## config.mk

```make
export PLATFORM = sky130hd
export DESIGN_NAME = uart_rx_ctrl
export DESIGN_NICKNAME = d
export VERILOG_FILES = /design/src/rtl/uart_pkg.sv /design/src/rtl/uart_rx_fifo.sv /design/src/rtl/uart_rx_ctrl.sv
export SDC_FILE = /design/constraint.sdc
export NUM_CORES = 1
export LEC_CHECK = 0
export BUFFER_PORTS_ARGS = -buffer_cell sky130_fd_sc_hd__buf_2
export CAP_MARGIN = 5
export CORE_ASPECT_RATIO = 0.9
export CORE_UTILIZATION = 45
export CTS_BUF_LIST = sky130_fd_sc_hd__clkbuf_2 sky130_fd_sc_hd__clkbuf_4 sky130_fd_sc_hd__clkbuf_8
export DETAILED_ROUTE_END_ITERATION = 8
export PLACE_DENSITY = 0.73
export SYNTH_ARGS = -nofsm -noshare
export SYNTH_HDL_FRONTEND = slang
export SYNTH_SLANG_ARGS = --single-unit
```

## constraint.sdc

```tcl
create_clock -name clk -period 3.05 [get_ports clk]
set_input_delay 0.61 -clock clk [delete_from_list [all_inputs] [get_ports clk]]
set_output_delay 0.61 -clock clk [all_outputs]
set_load 0.005 [all_outputs]
```

## src/rtl/uart_pkg.sv

```systemverilog
// Shared UART constants, defaults and timeout FSM encoding.
// Imported by the receive controller and its FIFO.
package uart_pkg;

    localparam int WORD_SIZE  = 8;
    localparam int CLOCK_FREQ = 72_000_000;
    localparam int BAUD_RATE  = 115_200;
    localparam int BAUD_LIMIT = CLOCK_FREQ / BAUD_RATE;

    localparam int FIFO_DEPTH    = 8;
    localparam int IRQ_THRESHOLD = 4;
    // Four word-times of line idle (20000 clk at these rates).
    localparam int TIMEOUT_CYCLES = 4 * WORD_SIZE * BAUD_LIMIT;

    typedef enum logic [1:0] {
        T_IDLE    = 2'd0,
        T_ARMED   = 2'd1,
        T_EXPIRED = 2'd2
    } t_state_e;

endpackage

```

## src/rtl/uart_rx_fifo.sv

```systemverilog
// Synchronous FIFO with first-word-fall-through head output.
// Ports: clk, rst, push/wdata, pop, flush, rdata (head), count,
//        count_next (post-edge occupancy), full, empty.
module uart_rx_fifo
    import uart_pkg::*;
#(
    parameter int WIDTH = WORD_SIZE,
    parameter int DEPTH = FIFO_DEPTH,
    localparam int AW = $clog2(DEPTH),
    localparam int CW = AW + 1
) (
    input  logic             clk,
    input  logic             rst,
    input  logic             push,
    input  logic [WIDTH-1:0] wdata,
    input  logic             pop,
    input  logic             flush,
    output logic [WIDTH-1:0] rdata,
    output logic [CW-1:0]    count,
    output logic [CW-1:0]    count_next,
    output logic             full,
    output logic             empty
);

    logic [WIDTH-1:0] mem [DEPTH];
    logic [AW-1:0]    wr_ptr;
    logic [AW-1:0]    rd_ptr;
    logic             do_push;
    logic             do_pop;

    assign full  = (count == CW'(DEPTH));
    assign empty = (count == '0);

    assign do_pop  = pop & ~empty & ~flush;
    assign do_push = push & (~full | do_pop) & ~flush;

    // Head is forced to zero while empty so reset presents out_data = 0.
    assign rdata = empty ? '0 : mem[rd_ptr];

    always_comb begin
        count_next = count;
        if (flush)
            count_next = '0;
        else if (do_push & ~do_pop)
            count_next = count + 1'b1;
        else if (do_pop & ~do_push)
            count_next = count - 1'b1;
    end

    always_ff @(posedge clk) begin
        if (do_push)
            mem[wr_ptr] <= wdata;
    end

    always_ff @(posedge clk or posedge rst) begin
        if (rst) begin
            wr_ptr <= '0;
            rd_ptr <= '0;
            count  <= '0;
        end else begin
            count <= count_next;
            if (flush) begin
                wr_ptr <= '0;
                rd_ptr <= '0;
            end else begin
                if (do_push)
                    wr_ptr <= wr_ptr + 1'b1;
                if (do_pop)
                    rd_ptr <= rd_ptr + 1'b1;
            end
        end
    end

endmodule

```

## src/rtl/uart_rx_ctrl.sv

```systemverilog
// UART receive controller: buffers received words, overrun, irq.
// Ports: rx_avbl_i/rx_data in; out_data/out_valid/out_ready out;
//        enable, flush, clr_overrun; fifo_count, overrun,
//        rx_timeout, irq status. Macro UART_RX_TIMEOUT_EN builds
//        the idle-timeout FSM; otherwise rx_timeout is 0.
module uart_rx_ctrl
    import uart_pkg::*;
#(
    parameter int WORD_SIZE      = uart_pkg::WORD_SIZE,
    parameter int FIFO_DEPTH     = uart_pkg::FIFO_DEPTH,
    parameter int IRQ_THRESHOLD  = uart_pkg::IRQ_THRESHOLD,
    parameter int TIMEOUT_CYCLES = uart_pkg::TIMEOUT_CYCLES,
    localparam int CW = $clog2(FIFO_DEPTH) + 1
) (
    input  logic                 clk,
    input  logic                 rst,
    input  logic                 rx_avbl_i,
    input  logic [WORD_SIZE-1:0] rx_data,
    input  logic                 enable,
    input  logic                 flush,
    output logic [WORD_SIZE-1:0] out_data,
    output logic                 out_valid,
    input  logic                 out_ready,
    output logic [CW-1:0]        fifo_count,
    output logic                 overrun,
    input  logic                 clr_overrun,
    output logic                 rx_timeout,
    output logic                 irq
);

    logic          push_req;
    logic          pop;
    logic          full;
    logic          empty;
    logic          drop;
    logic          overrun_next;
    logic          timeout_next;
    logic          irq_next;
    logic [CW-1:0] count_next;

    assign push_req  = rx_avbl_i & enable;
    assign out_valid = ~empty;
    assign pop       = ~empty & out_ready;

    // A full FIFO still accepts when the head leaves this cycle.
    assign drop = push_req & full & ~pop & ~flush;

    assign overrun_next = drop | (overrun & ~clr_overrun);

    uart_rx_fifo #(
        .WIDTH (WORD_SIZE),
        .DEPTH (FIFO_DEPTH)
    ) u_fifo (
        .clk        (clk),
        .rst        (rst),
        .push       (push_req),
        .wdata      (rx_data),
        .pop        (pop),
        .flush      (flush),
        .rdata      (out_data),
        .count      (fifo_count),
        .count_next (count_next),
        .full       (full),
        .empty      (empty)
    );

`ifdef UART_RX_TIMEOUT_EN
    localparam int TW = $clog2(TIMEOUT_CYCLES);

    t_state_e      state;
    t_state_e      state_next;
    logic [TW-1:0] timer;
    logic [TW-1:0] timer_next;
    logic          active;
    logic          drain;

    assign active = ((push_req & (~full | pop)) | pop) & ~flush;
    assign drain  = (count_next == '0);

    always_comb begin
        state_next = state;
        timer_next = timer;
        unique case (state)
            T_IDLE: begin
                timer_next = '0;
                if (!drain)
                    state_next = T_ARMED;
            end
            T_ARMED: begin
                if (drain) begin
                    state_next = T_IDLE;
                    timer_next = '0;
                end else if (active) begin
                    timer_next = '0;
                end else if (timer == TW'(TIMEOUT_CYCLES - 1)) begin
                    state_next = T_EXPIRED;
                    timer_next = '0;
                end else begin
                    timer_next = timer + 1'b1;
                end
            end
            T_EXPIRED: begin
                if (active | drain) begin
                    timer_next = '0;
                    state_next = drain ? T_IDLE : T_ARMED;
                end
            end
            default: begin
                state_next = T_IDLE;
                timer_next = '0;
            end
        endcase
        if (flush) begin
            state_next = T_IDLE;
            timer_next = '0;
        end
    end

    always_ff @(posedge clk or posedge rst) begin
        if (rst) begin
            state <= T_IDLE;
            timer <= '0;
        end else begin
            state <= state_next;
            timer <= timer_next;
        end
    end

    assign timeout_next = (state_next == T_EXPIRED);
`else
    logic unused_timeout_cfg;
    assign unused_timeout_cfg = |TIMEOUT_CYCLES;
    assign timeout_next = 1'b0;
`endif

    // irq is built from next-state values so it rises with its cause.
    assign irq_next = (count_next >= CW'(IRQ_THRESHOLD))
                    | overrun_next | timeout_next;

    always_ff @(posedge clk or posedge rst) begin
        if (rst) begin
            overrun    <= 1'b0;
            rx_timeout <= 1'b0;
            irq        <= 1'b0;
        end else begin
            overrun    <= overrun_next;
            rx_timeout <= timeout_next;
            irq        <= irq_next;
        end
    end

endmodule

```

==> impl_metrics.tcl <==
set metrics [dict create \
    setup_viol 0 \
    rrSetupSlack_ns 0.60 \
    num_vias 1745 \
    die_w_um 91.6 \
    cpLargestDelayFamily "flip-flops" \
    die_y_um 82.6 \
    dp_cells 317 \
    grt_overflow 0 \
    avgViaCountPerCell 5.24 \
    p_clk_share_pct 31.6 \
    yosysSeqAreaShare_pct 68.4 \
    synth_top_area_share_pct 59.2 \
    tightestPinTransition_ns 0.701 \
    fin_crit_sh_pct 83.3 \
    synth_cells 192 \
    antenna_found_initial 0 \
    routed_wl_um 5860 \
    fmax_ghz 0.393 \
    peakVddDrop_mv 0.269 \
    fin_worst_skew_ns 0.00791 \
    p_int_uw 1580 \
    post-route-util_pct 53.2 \
    layout-drive-gt1-share_pct 32.9 \
    syn2layout_area_growth_pct 14.6 \
    rows 29 \
    switchingPower_uw 540 \
    clkSlewWorstSetupHoldPaths_ns 0.08 \
    rsz0062_at_grt "false" \
    start_kind "flop" \
    gp_congestion 0.802 \
    core-area_um2 7000 \
    ys_warn_count 0 \
    p_per_area_nw_per_um2 570 \
    cts_made_buffers 9 \
    worstHoldPathType "in -> async" \
    synth_nets 212 \
    required_ns 2.44 \
    ioPinCount 31 \
    postCtsSetupRepairBufs 0 \
    synthTopCellsByCount "64 x edfxtp_1, 21 x nor2_1, 16 x mux4_2, 12 x dfrtp_1, 10 x mux2i_1" \
    synth_area_um2 3250 \
    synth_ff_type "edfxtp_1" \
    ys_top_cells_by_area "edfxtp_1 59%, mux4_2 11%, dfrtp_1 9.2%" \
    grt_usage_pct 17.2 \
    path_class "reg -> out" \
    min_period_ns 2.54 \
    hpwlAfterDp_um 4000 \
    insertion_delay_ns 0.34 \
    p_total_uw 2120 \
    dieArea_um2 7560 \
    seq_power_share_pct 54.8 \
    maxCapViolations 0 \
    ys_ff_latch 76 \
    cts.sinks 76 \
    yosysMostFrequentCell "edfxtp_1" \
    grt_max_degree 19 \
    cts-resized-gates 0 \
    yosysTopAreaCell "edfxtp_1" \
    status "finished, final reports clean" \
    clockBufferDepth 2 \
    whs_ns 0.273 \
    synth.avg_cell_area_um2 16.9 \
    p_sw_share_pct 25.5 \
    slew_viol_final 0 \
    cp_cell_sequence "buf_4 > mux4_2 > mux2i_1 > nor2_1 > buf_2" \
    drt_first_pass_iters 4 \
    slowest_stage "dfrtp_1" \
    cp-end-kind "output pin" \
    cts_root_buf "clkbuf_8" \
    fin_setup_tns_ns 0 \
    crit_fanout 12 \
    relSlewSlack_pct 53.1 \
    antenna_cells 0 \
    wl_per_cell_um 17.6 \
    arrival_ns 1.93 \
    drc 0 \
    grt_pass1_wl_um 9360 \
    drt_iter0_drc 113 \
    p_leak_uw 0.00131 \
    ant_nets 0 \
    cts_tree "built" \
    holdBufCountCts 0 \
    port_buffers 29 \
    synth-edff-count 64 \
    htreeDepth 3 \
    crit_buf_inv 2 \
    finalHoldViolCount 0 \
    nets 255 \
    combPwrFrac_pct 13.6 \
    grt_pass1_vias 1735 \
    synth.distinct_cells 37 \
    stdcell_count 333 \
    start_util_pct 46.4 \
    async_flop_share_pct 15.8 \
    cpPeakStageDelay_ns 0.66 \
]
==> power by group through the flow <==
stage / logic (uW) / clock network, uW / registers [uW]
6_report: 288 / 670 / 1160
2_1_floorplan: 196 / 0 / 1180
4_1_cts: 295 / 689 / 1160
3_5_place_dp: 294 / 0 / 1190
3_3_place_gp: 291 / 0 / 1190
5_1_grt: 321 / 734 / 1170
==> area by class of cell <==
cell class	count	area, um^2
repair buffers	40	228
inverters	6	25.0
fillers	559	3280
multi-input cells	102	958
well taps	93	116
clock buffers	9	124
flip-flops and latches	76	2220
clock inverters	7	50.0
==> stage by stage <==
stage	worst slack (ns)	cell area [um^2]
4_1_cts	0.459	3720
3_3_place_gp	0.667	3550
5_1_grt	0.396	3720
3_5_place_dp	0.552	3550
2_1_floorplan	0.591	3250
6_report	0.508	3720
==> placed cells by master (no fill, tap or decap), drive strengths merged <==
cell | synthesis | final
dfrtp | 12 | 12
nand3 | 4 | 4
mux2i | 10 | 10
xnor2 | 3 | 3
o21ai | 2 | 2
and3b | 1 | 1
nor3b | 2 | 2
inv | 6 | 8
a211o | 1 | 1
nor3 | 4 | 4
mux4 | 16 | 16
or3 | 1 | 1
xor2 | 4 | 4
conb | 1 | 1
nand2b | 4 | 4
clkbuf | 3 | 9
a2111oi | 1 | 1
clkinvlp | 0 | 3
a41oi | 2 | 2
nor2 | 21 | 21
a2111o | 1 | 1
nand2 | 8 | 8
a21o | 1 | 1
clkinv | 0 | 2
ha | 5 | 5
buf | 5 | 40
and4bb | 1 | 1
a21oi | 5 | 5
and2 | 2 | 2
edfxtp | 64 | 64
nand4b | 1 | 1
o21a | 1 | 1
==> sequential cells by signal (all words and copies together), names as in the netlist <==
name           cells
u_fifo.wr_ptr      3
overrun            1
u_fifo.rd_ptr      3
u_fifo.count       4
u_fifo.mem        64
irq                1
==> layer usage <==
metal | wire (um) | up-vias | GRT usage, %
met1 | 2890 | 882 | 24.2
met4 | 112 | 0 | 8.73
met3 | 177 | 10 | 3.48
met5 | 0 | - | 0
met2 | 2680 | 31 | 25.7
li1 | - | 822 | -
==> cells by family after synthesis <==
family          after synthesis  share of synthesized area (%)
xor+xnor                      7                           1.89
other cells                   1                          0.115
buf+inv                      14                           2.08
mux                          26                           14.2
compound gates               14                           3.66
flops                        76                           68.4
simple gates                 49                           7.74
fa+ha+maj                     5                           1.93
==> worst paths after layout <==
kind                                         startpoint                           end  cells after the start
max                        u_fifo.rd_ptr[1]$_DFFE_PP0P_                   out_data[7]                      5
min                                                 rst  u_fifo.rd_ptr[1]$_DFFE_PP0P_                      2
max reg2reg                   u_fifo.count[0]$_DFF_PP0_    u_fifo.mem[3][2]$_DFFE_PP_                      6
min reg2reg                           overrun$_DFF_PP0_             overrun$_DFF_PP0_                      2
max in group asynchronous                           rst  u_fifo.wr_ptr[1]$_DFFE_PP0P_                      2
min in group clk                            clr_overrun             overrun$_DFF_PP0_                      2
(Power assumes the default switching activity.)
